[config.mk]
export PLATFORM = sky130hd
export DESIGN_NAME = stream_mux_flat
export DESIGN_NICKNAME = d
export VERILOG_FILES = /design/src/rtl/stream_mux_if.sv /design/src/rtl/stream_mux.sv /design/src/flat_wrapper.sv
export SDC_FILE = /design/constraint.sdc
export NUM_CORES = 1
export LEC_CHECK = 0
export ABC_AREA = 1
export CORE_MARGIN = 5
export CORE_UTILIZATION = 34
export DETAILED_ROUTE_END_ITERATION = 8
export PLACE_DENSITY_LB_ADDON = 0.3
export SETUP_SLACK_MARGIN = 0.1
export SYNTH_ARGS = -nofsm -noshare
export SYNTH_HDL_FRONTEND = slang
export SYNTH_SLANG_ARGS = --single-unit
[constraint.sdc]
create_clock -name clk -period 1.34 [get_ports clk]
set_input_delay 0.201 -clock clk [delete_from_list [all_inputs] [get_ports clk]]
set_output_delay 0.201 -clock clk [all_outputs]
set_load 0.005 [all_outputs]
[src/rtl/stream_mux_if.sv]
// Handshake bundle for stream_mux: NUM_CH producer lanes, force controls and one registered output lane.
interface stream_mux_if #(
  parameter int DATA_WIDTH = 32,
  parameter int NUM_CH     = 4,
  parameter int CH_W       = 2
);
  logic [NUM_CH*DATA_WIDTH-1:0] in_data;
  logic [NUM_CH-1:0]            in_valid;
  logic [NUM_CH-1:0]            in_ready;
  logic                         force_en;
  logic [CH_W-1:0]              force_sel;
  logic [DATA_WIDTH-1:0]        out_data;
  logic [CH_W-1:0]              out_ch;
  logic                         out_valid;
  logic                         out_ready;

  modport master (
    output in_data, in_valid, force_en, force_sel, out_ready,
    input  in_ready, out_data, out_ch, out_valid
  );

  modport slave (
    input  in_data, in_valid, force_en, force_sel, out_ready,
    output in_ready, out_data, out_ch, out_valid
  );
endinterface

[src/rtl/stream_mux.sv]
// NUM_CH-way valid/ready mux into one output register: 1-cycle latency, 1 word/cycle, in_ready low while the output stalls.
// STREAM_MUX_ROUND_ROBIN_EN selects round-robin arbitration; otherwise lowest eligible index wins.
module stream_mux #(
  parameter int DATA_WIDTH = 32,
  parameter int NUM_CH     = 4,
  parameter int CH_W       = 2
) (
  input logic         clk,
  input logic         rst_n,
  stream_mux_if.slave bus
);

  logic [NUM_CH-1:0]     eligible;
  logic                  load;
  logic                  any;
  logic [CH_W-1:0]       gnt;
  logic [DATA_WIDTH-1:0] data_q;
  logic [CH_W-1:0]       ch_q;
  logic                  valid_q;
`ifdef STREAM_MUX_ROUND_ROBIN_EN
  logic [CH_W-1:0]       ptr;
`endif

  // The slot can take a new word when it is empty or being drained this cycle.
  assign load = ~valid_q | bus.out_ready;
  assign any  = |eligible;

  always_comb begin
    eligible = '0;
    for (int i = 0; i < NUM_CH; i++) begin
      eligible[i] = bus.in_valid[i] & (~bus.force_en | (bus.force_sel == CH_W'(i)));
    end
  end

`ifdef STREAM_MUX_ROUND_ROBIN_EN
  // Scan backwards so the last hit is the first eligible channel after ptr.
  always_comb begin
    int idx;
    idx = 0;
    gnt = '0;
    for (int k = NUM_CH; k >= 1; k--) begin
      idx = (int'(ptr) + k) % NUM_CH;
      if (eligible[idx]) gnt = CH_W'(idx);
    end
  end
`else
  always_comb begin
    gnt = '0;
    for (int i = NUM_CH - 1; i >= 0; i--) begin
      if (eligible[i]) gnt = CH_W'(i);
    end
  end
`endif

  always_comb begin
    bus.in_ready = '0;
    for (int i = 0; i < NUM_CH; i++) begin
      bus.in_ready[i] = rst_n & load & any & (gnt == CH_W'(i));
    end
  end

  always_ff @(posedge clk) begin
    if (!rst_n) begin
      valid_q <= 1'b0;
      data_q  <= '0;
      ch_q    <= '0;
`ifdef STREAM_MUX_ROUND_ROBIN_EN
      ptr     <= CH_W'(NUM_CH - 1);
`endif
    end else if (load) begin
      valid_q <= any;
      if (any) begin
        data_q <= bus.in_data[int'(gnt)*DATA_WIDTH +: DATA_WIDTH];
        ch_q   <= gnt;
`ifdef STREAM_MUX_ROUND_ROBIN_EN
        ptr    <= gnt;
`endif
      end
    end
  end

  assign bus.out_data  = data_q;
  assign bus.out_ch    = ch_q;
  assign bus.out_valid = valid_q;

endmodule

[src/flat_wrapper.sv]
// flat-port wrapper written by rule: the top's interface ports become plain ports
module stream_mux_flat 
#(
  parameter int DATA_WIDTH = 32,
  parameter int NUM_CH     = 4,
  parameter int CH_W       = 2
)
  (clk, rst_n, bus_in_data, bus_in_valid, bus_force_en, bus_force_sel, bus_out_ready, bus_in_ready, bus_out_data, bus_out_ch, bus_out_valid);
  stream_mux_if #(.DATA_WIDTH(DATA_WIDTH), .NUM_CH(NUM_CH), .CH_W(CH_W)) bus_i ();
  input logic clk;
  input logic rst_n;
  input wire logic [$bits(bus_i.in_data)-1:0] bus_in_data;
  input wire logic [$bits(bus_i.in_valid)-1:0] bus_in_valid;
  input wire logic [$bits(bus_i.force_en)-1:0] bus_force_en;
  input wire logic [$bits(bus_i.force_sel)-1:0] bus_force_sel;
  input wire logic [$bits(bus_i.out_ready)-1:0] bus_out_ready;
  output wire logic [$bits(bus_i.in_ready)-1:0] bus_in_ready;
  output wire logic [$bits(bus_i.out_data)-1:0] bus_out_data;
  output wire logic [$bits(bus_i.out_ch)-1:0] bus_out_ch;
  output wire logic [$bits(bus_i.out_valid)-1:0] bus_out_valid;
  assign bus_i.in_data = bus_in_data;
  assign bus_i.in_valid = bus_in_valid;
  assign bus_i.force_en = bus_force_en;
  assign bus_i.force_sel = bus_force_sel;
  assign bus_i.out_ready = bus_out_ready;
  assign bus_in_ready = bus_i.in_ready;
  assign bus_out_data = bus_i.out_data;
  assign bus_out_ch = bus_i.out_ch;
  assign bus_out_valid = bus_i.out_valid;
  stream_mux #(.DATA_WIDTH(DATA_WIDTH), .NUM_CH(NUM_CH), .CH_W(CH_W)) u_core (.clk(clk), .rst_n(rst_n), .bus(bus_i));
endmodule
==> results.sh <==
export IMPL_reg2regPathDepth=10
export IMPL_start_util_pct=35.3
export IMPL_timing_rr_start="u_core.bus.out_valid"
export IMPL_max_stage_delay_ns=0.33
export IMPL_crit_fanout=3
export IMPL_clock_skew_ns=0.0123
export IMPL_grt_pass1_vias=4098
export IMPL_synth_top_area_cell="dfxtp_1"
export IMPL_fillers=659
export IMPL_grt_ovfl_total=0
export IMPL_post_synth_cell_area_avg_sq_um=5.78
export IMPL_cts_tree="yes"
export IMPL_max_freq_mhz=684
export IMPL_via_count=4103
export IMPL_power_density_mw_per_mm2=808
export IMPL_cpLargestDelayFamily="flip-flops"
export IMPL_period_share_pct=109
export IMPL_setup_tns_ns=-2.96
export IMPL_dr_first_iter_drc_count=213
export IMPL_drt_first_pass_iters=5
export IMPL_worst_pin_slew_ns=0.397
export IMPL_whs_path_depth=4
export IMPL_port_buffer_count=176
export IMPL_h_tree_depth=2
export IMPL_ys_top_cells_by_count="nand2_1 (110), nor2_1 (67), nand3_1 (66), nand4_1 (64), inv_1 (43)"
export IMPL_worstPathArrival_ns=1.26
export IMPL_die_x_um=100
export IMPL_area_growth_pct=99.4
export IMPL_setup_ws_ns=-0.121
export IMPL_drive_gt1_share_pct=23.0
export IMPL_synthArstFlopShare_pct=0
export IMPL_hold_path_startpoint="bus_out_ready"
export IMPL_cts_sinks=35
export IMPL_vdd_drop_max_v=0.000430
export IMPL_dp_hpwl_um=8630
export IMPL_grt_max_degree=65
export IMPL_min_path_type="input pin to register"
export IMPL_cts_buffers=5
export IMPL_crit_top_cell="inv_2"
export IMPL_postRouteWirelength_um=13900
export IMPL_antenna_found_initial=0
export IMPL_p_leak_nw=2.61
export IMPL_synthesis_nets=614
export IMPL_drv_cap=0
export IMPL_max_slew_margin_pct=73.6
export IMPL_post_route_util_pct=70.3
export IMPL_grt_total_usage_pct=25.6
export IMPL_grt_pass1_wl_um=20800
export IMPL_rsz0062_at_grt="true"
export IMPL_path_buf_inv=4
export IMPL_synth_area_leaders="dfxtp_1 (25%), nand2_1 (15%), nand4_1 (15%), nand3_1 (12%), nor2_1 (9.1%)"
export IMPL_slew_viol_final=0
export IMPL_synthFlopType="dfxtp_1"
export IMPL_r2r_end="u_core.bus.out_data[17]"
export IMPL_wire_per_inst_um=18.1
export IMPL_yosysMostFrequentCell="nand2_1"
export IMPL_min_period_ns=1.46
export IMPL_cp_cell_sequence="inv_2, nor2_4, a21oi_4, nand2_4, inv_2, nand3_2, inv_2, buf_2"
export IMPL_final_nets=802
export IMPL_setup_viol=34
export IMPL_synthCells=476
export IMPL_synth_warnings=0
export IMPL_endpoint_kind="primary output"
export IMPL_reg2reg_slack_ns=-0.12
export IMPL_crit_required_ns=1.14
export IMPL_synth_area_sq_mm=0.00275
export IMPL_status="complete, but fails checks"
export IMPL_row_count=32
export IMPL_yosysSeqAreaShare_pct=25.5
export IMPL_netlist_area_leader_share_pct=25.5
export IMPL_violations="setup timing"
export IMPL_path_class="register to primary output"
export IMPL_io_pins=177
export IMPL_finalHoldViolCount=0
export IMPL_clockBufferDepth=2
export IMPL_crit_slowest_cell="dfxtp_2"
export IMPL_start_kind="register"
export IMPL_die_area_sq_mm=0.0100
export IMPL_clkTransAtPathRegs_ns=0.09
export IMPL_ant_nets=0
export IMPL_antenna_cells=0
export IMPL_viasPerCell=5.35
export IMPL_core_area_sq_mm=0.00781
export IMPL_min_to="u_core.bus.out_valid"
export IMPL_drc_errors=0
export IMPL_cts_root_buffer="clkbuf_8"
export IMPL_synth_edff_count=0
export IMPL_clk_insertion_delay_late_ns=0.29
export IMPL_chipHeight_um=100
export IMPL_synth_seq_cells=35
export IMPL_gp_congestion=0.923
export IMPL_ys_types=20
-- worst min-delay path, cell delays in order --
cell and delay, ns:
dlygate4sd2_1 0.24, nor2_4 0.05, inv_1 0.09, a21oi_2 0.06
-- report_power, final --
| group | internal [mW] | switching [mW] | total (mW) |
|---|---|---|---|
| clock network | 0.555 | 0.437 | 0.991 |
| logic | 1.13 | 1.06 | 2.19 |
| registers | 1.18 | 0.0684 | 1.25 |
-- registers in the layout (all words and copies together) (netlist names) --
register / flops
u_core.bus.out_data: 32
u_core.bus.out_ch: 2
u_core.bus.out_valid: 1
-- logic make-up after synthesis --
family | Yosys count | synth area share [%]
buffers and inverters | 88 | 14.7
AOI/OAI and AO/OA | 38 | 7.45
and+or+nand+nor | 315 | 52.4
DFF | 35 | 25.5
-- layout by cell type, fill, tap and decap left out, types with 5 or more instances in the layout --
cell type        instances
buf_12                   7
buf_16                   5
buf_2                    5
buf_4                   22
buf_6                    7
clkbuf_16                5
clkbuf_8                 5
clkdlybuf4s50_1        129
dfxtp_1                 28
dfxtp_2                  7
dlygate4sd2_1           38
inv_1                   35
inv_2                    8
nand2_1                 78
nand2_2                 16
nand2_4                 22
nand3_1                 64
nand4_1                 64
nor2_1                  47
nor2_2                  15
nor2_4                   5
o21ai_0                 20
o21ai_1                  7
o21ai_2                  7
-- routing by layer --
layer  vias up  routed length, um  track usage, %
li1       1960                  -               -
met1      1920               5430            30.2
met2       200               6950            46.2
met3        23               1230            6.81
met4         0                250            6.01
met5         -                  0               0
-- stage by stage --
step / hold slack, ns / cells / instance area (sq um) / power [mW] / worst slack (ns)
2_1_floorplan: 0.343 / 476 / 2800 / 2.05 / 0.0510
3_3_place_gp: 0.453 / 737 / 4680 / 2.93 / -1.02
3_5_place_dp: 0.469 / 737 / 4680 / 2.96 / -1.07
4_1_cts: 0.355 / 763 / 5080 / 4.15 / -0.189
5_1_grt: 0.371 / 767 / 5490 / 4.67 / -0.218
6_report: 0.376 / 767 / 5490 / 4.44 / -0.121
-- timing repair --
action	4_1_cts	5_1_grt
setup buffers	13	1
cloned	6	5
setup endpoints to repair	74	40
pin swaps	11	44
hold buffers	0	0
resized for setup	124	89
-- worst max-delay path by stage --
stage	cells after the start	slack (ns)	to	startpoint
after floorplan	12	0.05	bus_in_ready[2]	bus_force_sel[1]
after global placement	10	-1.02	bus_in_ready[1]	bus_force_sel[1]
after detailed placement	10	-1.07	bus_in_ready[1]	bus_force_sel[1]
after CTS	6	-0.19	bus_in_ready[1]	u_core.bus.out_valid
after global routing	11	-0.22	bus_in_ready[0]	bus_force_sel[1]
final	8	-0.12	bus_in_ready[3]	u_core.bus.out_valid
-- layout make-up --
class                           count  area, sq um  area share, %
Timing Repair Buffer              222         2350           42.7
Tap cell                          102          128           2.33
Clock buffer                        5         68.8           1.25
Multi-Input combinational cell    353         1980           36.1
Inverter                           47          211           3.85
Clock inverter                      3         43.8          0.798
Sequential cell                    35          709           12.9
Note: power is estimated with default switching activity, not from simulation.
